<file path="src/rtl/complex_rd_pkg.sv">
// complex_rd_pkg: shared types and helpers for the complex RAM read sequencer.
package complex_rd_pkg;
  localparam int LANES = 4;
  // Widest component supported by the lane() helper.
  localparam int MAX_W = 16;

  typedef enum logic [1:0] {
    IDLE  = 2'd0,
    READ  = 2'd1,
    DRAIN = 2'd2,
    DONE  = 2'd3
  } rdState_e;

  // Slice lane i of a packed lane vector whose lanes are w bits wide.
  // The caller keeps the low w bits of the result.
  function automatic logic [MAX_W-1:0] lane(input logic [LANES*MAX_W-1:0] vec,
                                            input int i, input int w);
    return MAX_W'(vec >> (i*w));
  endfunction
endpackage

</file>
<file path="src/rtl/complex_rd_fifo2.sv">
// complex_rd_fifo2: two-entry FIFO that absorbs the registered RAM read latency.
module complex_rd_fifo2 #(
  parameter int W = 1
)(
  input  logic         clk,
  input  logic         rst_n,
  input  logic         push,
  input  logic         pop,
  input  logic [W-1:0] wdata,
  output logic [W-1:0] rdata,
  output logic         full,
  output logic         empty,
  output logic [1:0]   occupancy
);
  logic [1:0][W-1:0] mem;
  logic              wrPtr, rdPtr;
  logic              doPush, doPop;

  assign doPop  = pop && !empty;
  assign doPush = push && (!full || doPop);
  assign full   = (occupancy == 2'd2);
  assign empty  = (occupancy == 2'd0);
  assign rdata  = mem[rdPtr];

  // Storage, pointers and occupancy; storage is cleared so the head reads zero after reset.
  always_ff @(posedge clk or negedge rst_n) begin
    if (!rst_n) begin
      mem       <= '0;
      wrPtr     <= 1'b0;
      rdPtr     <= 1'b0;
      occupancy <= 2'd0;
    end else begin
      if (doPush) begin
        mem[wrPtr] <= wdata;
        wrPtr      <= ~wrPtr;
      end
      if (doPop) rdPtr <= ~rdPtr;
      case ({doPush, doPop})
        2'b10:   occupancy <= occupancy + 2'd1;
        2'b01:   occupancy <= occupancy - 2'd1;
        default: occupancy <= occupancy;
      endcase
    end
  end
endmodule

</file>
<file path="src/rtl/complex_ram_reader.sv">
// complex_ram_reader: burst read sequencer for the four-lane complex RAM bank.
// Optional macro COMPLEX_RD_MAG_EN adds m_mag (per-lane |re|+|im|, saturating).
module complex_ram_reader
  import complex_rd_pkg::*;
#(
  parameter int WIDTH      = 8,
  parameter int ADDR_WIDTH = 3,
  parameter int DEPTH      = 8
)(
  input  logic                    clk,
  input  logic                    rst_n,
  input  logic                    start,
  input  logic [ADDR_WIDTH-1:0]   base_addr,
  input  logic [ADDR_WIDTH:0]     count,
  output logic                    busy,
  output logic                    done,
  output logic [ADDR_WIDTH-1:0]   r_addr,
  input  logic [LANES*WIDTH-1:0]  ram_re,
  input  logic [LANES*WIDTH-1:0]  ram_im,
  output logic                    m_valid,
  input  logic                    m_ready,
  output logic [LANES*WIDTH-1:0]  m_re,
  output logic [LANES*WIDTH-1:0]  m_im,
  output logic [ADDR_WIDTH-1:0]   m_idx,
  output logic                    m_last
`ifdef COMPLEX_RD_MAG_EN
  ,
  output logic [LANES*(WIDTH+1)-1:0] m_mag
`endif
);
  localparam int CW = ADDR_WIDTH + 1;
  localparam int DW = 2*LANES*WIDTH + ADDR_WIDTH + 1;

  rdState_e              state;
  logic [ADDR_WIDTH-1:0] addrQ, nextAddr;
  logic [CW-1:0]         remaining, clipCount;
  logic                  inFlight, flightLast;
  logic [ADDR_WIDTH-1:0] flightIdx;
  logic                  issue, pop;
  logic                  fifoFull, fifoEmpty;
  logic [1:0]            occ;
  logic [DW-1:0]         headData;

  assign clipCount = (count > CW'(DEPTH)) ? CW'(DEPTH) : count;
  assign nextAddr  = (addrQ == ADDR_WIDTH'(DEPTH-1)) ? '0 : addrQ + 1'b1;
  assign pop       = m_valid && m_ready;
  // Issue only if the data it returns is guaranteed a buffer slot.
  assign issue     = (state == READ) && (remaining != '0) &&
                     ((3'(occ) + 3'(inFlight) - 3'(pop)) < 3'd2);

  assign r_addr  = addrQ;
  assign busy    = (state != IDLE);
  assign done    = (state == DONE);
  assign m_valid = !fifoEmpty;
  assign {m_re, m_im, m_idx, m_last} = headData;

  // Burst FSM with address and remaining-beat counters.
  always_ff @(posedge clk or negedge rst_n) begin
    if (!rst_n) begin
      state     <= IDLE;
      addrQ     <= '0;
      remaining <= '0;
    end else begin
      case (state)
        IDLE: if (start) begin
          addrQ     <= base_addr;
          remaining <= clipCount;
          state     <= (clipCount == '0) ? DONE : READ;
        end
        READ: if (issue) begin
          addrQ     <= nextAddr;
          remaining <= remaining - 1'b1;
          if (remaining == CW'(1)) state <= DRAIN;
        end
        DRAIN: if (pop && m_last) state <= DONE;
        default: state <= IDLE;
      endcase
    end
  end

  // Tag of the read in flight; its data arrives on ram_re/ram_im next cycle.
  always_ff @(posedge clk or negedge rst_n) begin
    if (!rst_n) begin
      inFlight   <= 1'b0;
      flightIdx  <= '0;
      flightLast <= 1'b0;
    end else begin
      inFlight <= issue;
      if (issue) begin
        flightIdx  <= addrQ;
        flightLast <= (remaining == CW'(1));
      end
    end
  end

  complex_rd_fifo2 #(.W(DW)) uBuf (
    .clk       (clk),
    .rst_n     (rst_n),
    .push      (inFlight),
    .pop       (pop),
    .wdata     ({ram_re, ram_im, flightIdx, flightLast}),
    .rdata     (headData),
    .full      (fifoFull),
    .empty     (fifoEmpty),
    .occupancy (occ)
  );

`ifdef COMPLEX_RD_MAG_EN
  localparam int MW = WIDTH + 1;
  logic [LANES*MAX_W-1:0] reExt, imExt;
  assign reExt = (LANES*MAX_W)'(m_re);
  assign imExt = (LANES*MAX_W)'(m_im);

  for (genvar g = 0; g < LANES; g++) begin : gMag
    logic [MAX_W-1:0] reL, imL;
    logic [MW-1:0]    reX, imX, absRe, absIm;
    logic [MW:0]      sum;
    assign reL   = lane(reExt, g, WIDTH);
    assign imL   = lane(imExt, g, WIDTH);
    // Sign-extend one bit so the most-negative value's magnitude fits.
    assign reX   = {reL[WIDTH-1], reL[WIDTH-1:0]};
    assign imX   = {imL[WIDTH-1], imL[WIDTH-1:0]};
    assign absRe = reX[MW-1] ? (~reX + 1'b1) : reX;
    assign absIm = imX[MW-1] ? (~imX + 1'b1) : imX;
    assign sum   = {1'b0, absRe} + {1'b0, absIm};
    assign m_mag[g*MW +: MW] = sum[MW] ? {MW{1'b1}} : sum[MW-1:0];
  end
`endif

  logic unusedFull;
  assign unusedFull = fifoFull;
endmodule

</file>
<file path="config.mk">
export PLATFORM = sky130hd
export DESIGN_NAME = complex_ram_reader
export DESIGN_NICKNAME = d
export VERILOG_FILES = /design/src/rtl/complex_rd_pkg.sv /design/src/rtl/complex_rd_fifo2.sv /design/src/rtl/complex_ram_reader.sv
export SDC_FILE = /design/constraint.sdc
export NUM_CORES = 1
export LEC_CHECK = 0
export CORE_MARGIN = 2
export CORE_UTILIZATION = 35
export CTS_BUF_LIST = sky130_fd_sc_hd__clkbuf_8
export DETAILED_ROUTE_END_ITERATION = 16
export PLACE_DENSITY = 0.58
export REMOVE_ABC_BUFFERS = 1
export SLEW_MARGIN = 15
export SYNTH_ARGS = -nofsm -noshare
export SYNTH_HDL_FRONTEND = slang
export SYNTH_SLANG_ARGS = --single-unit
</file>
<file path="constraint.sdc">
create_clock -name clk -period 4.4 [get_ports clk]
set_input_delay 0.44 -clock clk [delete_from_list [all_inputs] [get_ports clk]]
set_output_delay 0.44 -clock clk [all_outputs]
set_load 0.01 [all_outputs]
</file>
Word level (Yosys, flattened, before mapping)
Cells that the tools add are included.
{ "op_classes": {"add_sub_neg": 6, "n_lt_le_gt_ge": 5, "n_eq_ne": 12, "muxes": 20, "bitwise": 2, "reduce_logical": 19} }
{ "op_table": {"columns": ["cell", "n"], "rows": [
  ["68-bit two-way mux", 3],
  ["136-bit bitwise mux", 1],
  ["68-bit demux with 1-bit select", 1],
  ["4-bit two-way mux", 3],
  ["2-bit two-way mux", 5],
  ["3-bit two-way mux", 3],
  ["2-bit == test (second input constant)", 4],
  ["4-bit case mux with 2 select lines", 1],
  ["1-bit logical AND", 7],
  ["2-bit != test (second input constant)", 3],
  ["2-bit case mux with 3 select lines", 1],
  ["3-bit case mux with 2 select lines", 1],
  ["2-bit nonzero test", 3],
  ["2-bit by 1-bit == test with 1-bit output (second input constant)", 2],
  ["4-bit by 1-bit == test with 1-bit output (second input constant)", 1],
  ["4-bit greater-than comparator (second input constant)", 1],
  ["2-bit zero test", 2],
  ["4-bit zero test", 1],
  ["1-bit by 2-bit < comparator with 1-bit output (second input constant)", 2],
  ["2-bit case mux with 2 select lines", 1],
  ["4-bit AND reduction", 1],
  ["4-bit nonzero test", 1],
  ["4-bit by 1-bit subtractor with 4-bit output (second input constant)", 1],
  ["2-bit by 1-bit adder with 3-bit output", 1],
  ["12 further kinds", 14]
]} }
{ "word_totals": {"register_bits": 154, "inputBits": 75, "output_inout_bits": 74, "word_cells": 75} }

Longest topological paths before layout
Gate-level depths: netlist of run 1.
{ "depth": {"ltp_word": 8, "depth_mapped": 9, "ltp_nobuf": 8} }

By module
Synthesis of run 1 repeated with hierarchy kept, for this count alone.
{ "unflattened": {"cells_unflattened": 471, "hier_area_um2": 6993.0} }
{ "modules_own_cells": {"columns": ["module", "n_inst", "cells_each", "area_each_um2", "seq_area_each_um2"], "rows": [
  ["complex_rd_fifo2", 1, 381, 6044.5, 3503.4],
  ["complex_ram_reader", 1, 90, 948.4, 350.3]
]} }

Least setup slack after synthesis of run 1
OpenSTA, ideal clock, no wires.
{ "synth_timing": {"kind": "register -> register", "from": "register uBuf.occupancy[0]", "to": "register state[1]", "setup_ns": 0.125, "arrival_time_ns": 2.572, "required_time_ns": 4.275, "slack_ns": 1.703, "stages_incl_launch_ff": 10, "path_buffers": 1, "period_less_slack_ns": 2.697, "path_cell_list": "dfrtp_1 -> buf_2 -> o21a_1 -> ha_1 -> nand2b_1 -> fa_1 -> xnor2_1 -> a41oi_1 -> a221o_2 -> mux2_4"} }
{ "synth_between": {"elab_chain_cells": 8, "word_cells_on_any_way": 11, "classes_between": "add/sub: 2; order compare: 1; eq/ne: 2; reduce/logical: 6"} }
{ "synth_lines": {"columns": ["item", "line_no", "text"], "rows": [
  ["from (decl)", "complex_rd_fifo2.sv:13", "output logic [1:0] occupancy"],
  ["from (signal assigned)", "complex_rd_fifo2.sv:39", "2'b10: occupancy <= occupancy + 2'd1;"],
  ["from (signal assigned)", "complex_rd_fifo2.sv:40", "2'b01: occupancy <= occupancy - 2'd1;"],
  ["from (signal assigned)", "complex_rd_fifo2.sv:41", "default: occupancy <= occupancy;"],
  ["parallel branches: the longest is 7 deep, another holds 2-bit by 1-bit adder with 3-bit output", null, null],
  ["4-bit AND reduction (no line) *", null, null],
  ["to (signal assigned)", "complex_ram_reader.sv:68", "state <= (clipCount == '0) ? DONE : READ;"],
  ["to (decl)", "complex_ram_reader.sv:34", "rdState_e state;"]
]} }
Mark *: on every way between the ends.
A chain may end at the register's enable or synchronous reset.

Worst setup path in the final report of run 1
{ "layout_timing": {"from": "register uBuf.rdPtr", "to": "output m_last"} }
{ "layout_between": {"elab_chain_cells": 2} }
{ "layout_lines": {"columns": ["item", "line_no", "text"], "rows": [
  ["from (decl)", "complex_rd_fifo2.sv:16", "logic wrPtr, rdPtr;"],
  ["from (signal assigned)", "complex_rd_fifo2.sv:37", "if (doPop) rdPtr <= ~rdPtr;"],
  ["68-bit two-way mux (not written as such) (2 in a row)", "complex_rd_fifo2.sv:23", "assign rdata = mem[rdPtr];"],
  ["to (decl)", "complex_ram_reader.sv:25", "output logic m_last"]
]} }
Every way passes these cells. The select of a mux whose other input is x is not followed.

==> results.yml, run 1 <==
run_status:
  status: "complete, no violations"
finish:
  nets: 708
  design_area_sq_um: 9200
  area_delta_synth_final_pct: 30.2
  drive_gt1_share_pct: 40.3
  final_core_utilization_pct: 46.8
floorplanning:
  die_h_um: 146
  die_area_sq_um: 21300
  rows: 51
  die_w_um: 146
  start_util_pct: 35.9
  core_sq_um: 19700
  ios: 149
global_routing:
  grt_max_degree: 81
  grt_pass1_wl_um: 25700
  antenna_found_initial: 0
  grt_use_total_pct: 15.1
  grt_remaining_overflow: 0
  grt_pass1_vias: 4864
clock_tree:
  cts_buffers: 17
  cts_hold_buf: 0
  cts.sinks: 154
  cts_tree: "built"
  clkTransAtPathRegs_ns: 0.09
  clock_latency_ns: 0.44
  post_cts_buffers: 0
  cts_resized: 0
  cts.htree.levels: 4
  cts_root_buffer: "clkbuf_8"
  clock_path_buffers: 2
synth:
  synth_seq_cells: 154
  syn_avg_cell_area_sq_um: 14.9
  synth_edf_count: 0
  synth-seq-area-share_pct: 54.6
  yosys.area_share.simple_pct: 2.05
  synth.largest_area_cell: "dfrtp_1"
  syn-cell-area_sq_um: 7060
  synth_compound_area_share_pct: 2.85
  ys.flop_type: "dfrtp_1"
  yosysMostFrequentCell: "mux2_2"
  ys_types: 40
  synth_top_area_share_pct: 54.6
  syn_inst: 473
  synthAdderAreaFrac_pct: 2.05
  netlist_top_cells_count: "mux2_2 (189), dfrtp_1 (154), mux2_4 (21)"
  synth_xor_area_share_pct: 0.744
  ys_async_sr_fraction_pct: 100
  synth_area_leaders: "dfrtp_1 (55%), mux2_2 (30%), mux2_4 (4.5%), ha_1 (1.8%), buf_2 (0.85%)"
  ys_warn_count: 0
  synth_top_family_by_area: "multiplexers"
  synthMuxAreaShare_pct: 35.0
sta:
  setup_ws_ns: 1.31
  grt_setup_unrepaired: "false"
  hold_viol: 0
  setup_viol_count_final: 0
  period_minus_slack_ns: 3.09
  tns_ns: 0
  fin_crit_sh_pct: 70.2
  slew_headroom_pct: 31.7
  tightest_slew_ns: 1.02
  clock.fmax_mhz: 324
  drv_slew: 0
  skew_ns: 0.0119
drt:
  drt-initial-drc-count: 133
  drt_pass1_iterations: 4
  drc: 0
  routed_wl_um: 15600
  wire_per_inst_um: 17.4
  num_vias: 4397
  ant_nets: 0
  viasPerCell: 4.88
setup_path:
  slowest_stage: "dfrtp_2"
  end_kind: "primary output"
  cp.arrival_ns: 2.65
  cp.required_ns: 3.96
  worstSetupPathType: "flop to primary output"
  critPathLaunchType: "flop"
  path_cells: "buf_4 > mux2_2 > clkdlybuf4s50_1"
  critical-path-max-stage-delay_ns: 0.79
  path_max_fanout: 25
  ff2ff_path_depth: 8
worst_hold_path:
  min_path_type: "input pin to asynchronous set/reset pin"
place:
  place_area_sq_um: 8810
  io_buffers: 148
  place_ws_ns: 1.03
  place_congestion: 0.811
  hpwl_um: 10300
pwr:
  peakVddDrop_v: 0.000314
  power_leakage_nw: 3.98
  powerDensity_nw_per_um2: 761
flow_run:
  max-cap-violations: 0
-- layer usage --
layer	vias up	GRT usage [%]	routed length, um
met2	129	24.2	7370
met1	2244	20.0	7320
li1	2006	-	-
met3	18	4.50	793
met4	0	3.83	159
met5	-	0	0
-- cell type report --
type,instances,area (sq um)
clock inverter,13,126
tap,265,332
inverter,11,41.3
antenna,1,2.50
sequential,154,3850
clock buffer,19,262
fill,1779,10500
multi-input combinational,283,3030
timing repair buffer,155,1550
-- final timing paths --
path / startpoint / slack (ns) / end
worst max-delay path: uBuf.rdPtr$_DFFE_PN0P_ / 1.31 / m_last
worst min-delay path: rst_n / 0.04 / uBuf.mem[75]$_DFFE_PN0P_
worst max register to register: uBuf.occupancy[0]$_DFFE_PN0P_ / 1.48 / state[1]$_DFFE_PN0P_
worst min register to register: uBuf.mem[55]$_DFFE_PN0P_ / 0.50 / uBuf.mem[55]$_DFFE_PN0P_
max in group asynchronous: rst_n / 3.29 / uBuf.mem[21]$_DFFE_PN0P_
min in group clk: uBuf.mem[55]$_DFFE_PN0P_ / 0.50 / uBuf.mem[55]$_DFFE_PN0P_
-- report_power, final --
part	internal (mW)	leakage [nW]	switching, mW
registers	2.09	1.91	0.428
logic	2.12	1.87	1.31
clock network	0.528	0.208	0.525
-- worst max-delay path, delay by kind of cell (launching register included) --
kind                   cells  cell delay, ns
flip-flops                 1            0.79
buffers and inverters      2            0.97
multiplexers               1            0.42
-- state kept, by name, indices dropped and copies added (netlist names) --
name,cells
uBuf.mem,136
flightLast,1
uBuf.rdPtr,1
r_addr,3
uBuf.wrPtr,1
inFlight,1
remaining,4
state,2
uBuf.occupancy,2
flightIdx,3
-- logic make-up (layout without fill, tap and decap cells) --
group           count (synthesis)  in the layout
mux                           213            213
simple gates                   27             27
other cells                     0              1
xor+xnor                        6              6
flops                         154            154
fa+ha+maj                      11             11
buf+inv                        36            198
compound gates                 26             26
-- per-stage QoR --
| stage | instances | hold slack [ns] | power (mW) |
|---|---|---|---|
| final | 901 | 0.0385 | 7.00 |
| after global routing | 900 | 0.0704 | 7.46 |
| after CTS | 900 | 0.0431 | 7.10 |
| after detailed placement | 868 | 0.487 | 6.01 |
| after global placement | 868 | 0.481 | 5.89 |
| after floorplan | 448 | 0.144 | 4.54 |
-- layout by cell type, fill, tap and decap left out, types with 3 or more instances in the layout --
master / synthesis / layout
mux2_2: 189 / 189
a21oi_1: 6 / 6
clkbuf_8: 0 / 19
buf_4: 1 / 6
ha_1: 10 / 10
nand3_1: 3 / 3
inv_1: 10 / 12
mux2_4: 21 / 21
nor2_1: 4 / 4
nor4_1: 3 / 3
xnor2_1: 5 / 5
clkinv_2: 0 / 5
mux2i_1: 3 / 3
nand4_1: 3 / 3
nand2_1: 5 / 5
clkdlybuf4s50_1: 0 / 147
o22ai_1: 5 / 5
dfrtp_1: 154 / 153
Note: power is estimated with default switching activity, not from simulation.
==> run 2: changes to the inputs <==
--- a/config.mk
+++ b/config.mk
@@ -9,7 +9,7 @@
 export CORE_UTILIZATION = 35
 export CTS_BUF_LIST = sky130_fd_sc_hd__clkbuf_8
 export DETAILED_ROUTE_END_ITERATION = 16
-export PLACE_DENSITY = 0.58
+export PLACE_DENSITY = 0.61
 export REMOVE_ABC_BUFFERS = 1
 export SLEW_MARGIN = 15
 export SYNTH_ARGS = -nofsm -noshare
==> constraint.sdc (replaced) <==
create_clock -name clk -period 2.5 [get_ports clk]
set_input_delay 0.25 -clock clk [delete_from_list [all_inputs] [get_ports clk]]
set_output_delay 0.25 -clock clk [all_outputs]
set_load 0.01 [all_outputs]
==> results.yml, run 2 (synthesis gave the netlist of run 1 again) <==
drt:
  viasPerCell: 4.86
  routed_wl_um: 15500
  ant_nets: 0
  drc: 0
  drt-initial-drc-count: 149
  wire_per_inst_um: 16.9
  num_vias: 4456
  drt_pass1_iterations: 5
finish:
  largest_reg_flops: 136
  top_regs: "uBuf.mem: 136 flops, remaining: 4 flops"
  num_antenna_cells: 0
  final_common_cell: "mux2_2"
  final_cell_mix: "mux2_2 (189), dfrtp_1 (153), clkdlybuf4s50_1 (147), mux2_4 (21), clkbuf_8 (20)"
  area_delta_synth_final_pct: 33.0
  nets: 724
  top_register: "uBuf.mem"
  drive_gt1_share_pct: 42.4
sta:
  slew_headroom_pct: 61.4
  clock.fmax_mhz: 415
  setup_viol_count_final: 0
  holdWs_ns: 0.358
  fin_crit_sh_pct: 96.3
  tightest_slew_ns: 0.578
  period_minus_slack_ns: 2.41
  drv_slew: 0
  skew_ns: 0.0136
  hold_viol: 0
  grt_setup_unrepaired: "true"
  setup_ws_ns: 0.0931
global_routing:
  grt_pass1_vias: 4993
  grt_remaining_overflow: 0
  antenna_found_initial: 0
  grt_use_total_pct: 15.1
  grt_pass1_wl_um: 25700
  grt_max_degree: 61
floorplanning:
  die_w_um: 146
  die_h_um: 146
  rows: 51
  die_area_sq_um: 21300
  core_sq_um: 19700
  start_util_pct: 35.9
  ios: 149
pwr:
  power_leakage_nw: 4.08
  peakVddDrop_v: 0.000621
  totalPowerFinal_mw: 12.6
  powerDensity_nw_per_um2: 1340
setup_path:
  r2r-start: "uBuf.occupancy[0]$_DFFE_PN0P_"
  end_kind: "flop"
  critPathLaunchType: "flop"
  cp.arrival_ns: 2.73
  r2r-end: "remaining[1]$_DFFE_PN0P_"
  worstSetupPathType: "flop to flop"
  ff2ff_setup_slack_ns: 0.09
  path_max_fanout: 5
  crit_start: "uBuf.occupancy[0]$_DFFE_PN0P_"
  ff2ff_path_depth: 10
  cp.required_ns: 2.82
clock_tree:
  cts.sinks: 154
  clkTransAtPathRegs_ns: 0.08
  cts_buffers: 17
  clock_path_buffers: 2
  cts_root_buffer: "clkbuf_8"
  cts_tree: "built"
  clock_latency_ns: 0.45
  cts.htree.levels: 4
worst_hold_path:
  min_path_type: "input pin to asynchronous set/reset pin"
run_status:
  status: "complete, no violations"
place:
  hpwl_um: 10400
  io_buffers: 148
  place_ws_ns: -0.223
  place_congestion: 0.838
flow_run:
  max-cap-violations: 0
==> run 2: worst max-delay path, cell delays in order (launching register included) <==
cell	delay (ns)
dfrtp_1	0.42
o21a_1	0.18
ha_1	0.26
nand2b_4	0.14
fa_2	0.35
xnor2_2	0.15
buf_4	0.15
buf_4	0.13
nand3_2	0.08
nor4_1	0.05
or3_1	0.37
==> run 2: how the worst max path moves through the flow <==
stage / endpoint / slack [ns] / depth (start not counted)
6_report: remaining[1]$_DFFE_PN0P_ / 0.09 / 10
5_1_grt: state[1]$_DFFE_PN0P_ / -0.01 / 7
4_1_cts: state[1]$_DFFE_PN0P_ / 0.002 / 8
3_5_place_dp: state[1]$_DFFE_PN0P_ / -0.22 / 9
3_3_place_gp: state[1]$_DFFE_PN0P_ / -0.20 / 9
2_1_floorplan: uBuf.mem[100]$_DFFE_PN0P_ / -1.57 / 3
==> run 2: routing by layer <==
layer,wire [um],global-route usage [%]
met5,0,0
met1,6960,19.2
met3,693,4.00
met4,199,4.81
met2,7650,25.4
==> run 2: layout make-up <==
cell class                 instances  area, sq um
fill                            1770        10300
sequential                       154         3850
tap                              265          332
inverter                          11         41.3
timing repair buffer             171         1720
clock buffer                      20          275
clock inverter                    12         98.8
multi-input combinational        283         3070
==> run 2: through the flow <==
step	instance area, sq um	utilization [%]	TNS [ns]	cells
after floorplan	6910	-	-157.78	448
after global placement	8960	45.6	-1.61	882
after detailed placement	8960	45.6	-2.00	882
after CTS	9360	47.6	0	916
after global routing	9390	47.8	-0.0227	916
final	9390	47.8	0	916
==> run 2: power breakdown <==
group / internal, mW / switching (mW)
registers: 3.69 / 0.654
logic: 3.99 / 2.48
clock network: 0.858 / 0.933
total: 8.54 / 4.07
==> run 2: repair_timing <==
| item | 4_1_cts | 5_1_grt |
|---|---|---|
| resized for setup | 0 | 7 |
| endpoints found under the setup margin | 1 | 14 |
| endpoints found under the hold margin | 56 | 0 |
| pin swaps | 2 | 1 |
| hold buffers | 1 | 0 |
| setup buffers | 1 | 0 |
==> run 3: changes to the inputs <==
--- a/config.mk
+++ b/config.mk
@@ -5,6 +5,7 @@
 export SDC_FILE = /design/constraint.sdc
 export NUM_CORES = 1
 export LEC_CHECK = 0
+export ABC_AREA = 0
 export CORE_MARGIN = 2
 export CORE_UTILIZATION = 35
 export CTS_BUF_LIST = sky130_fd_sc_hd__clkbuf_8
==> results of run 3 <==
Final layout, timing and power as in run 2 (identical DEF).
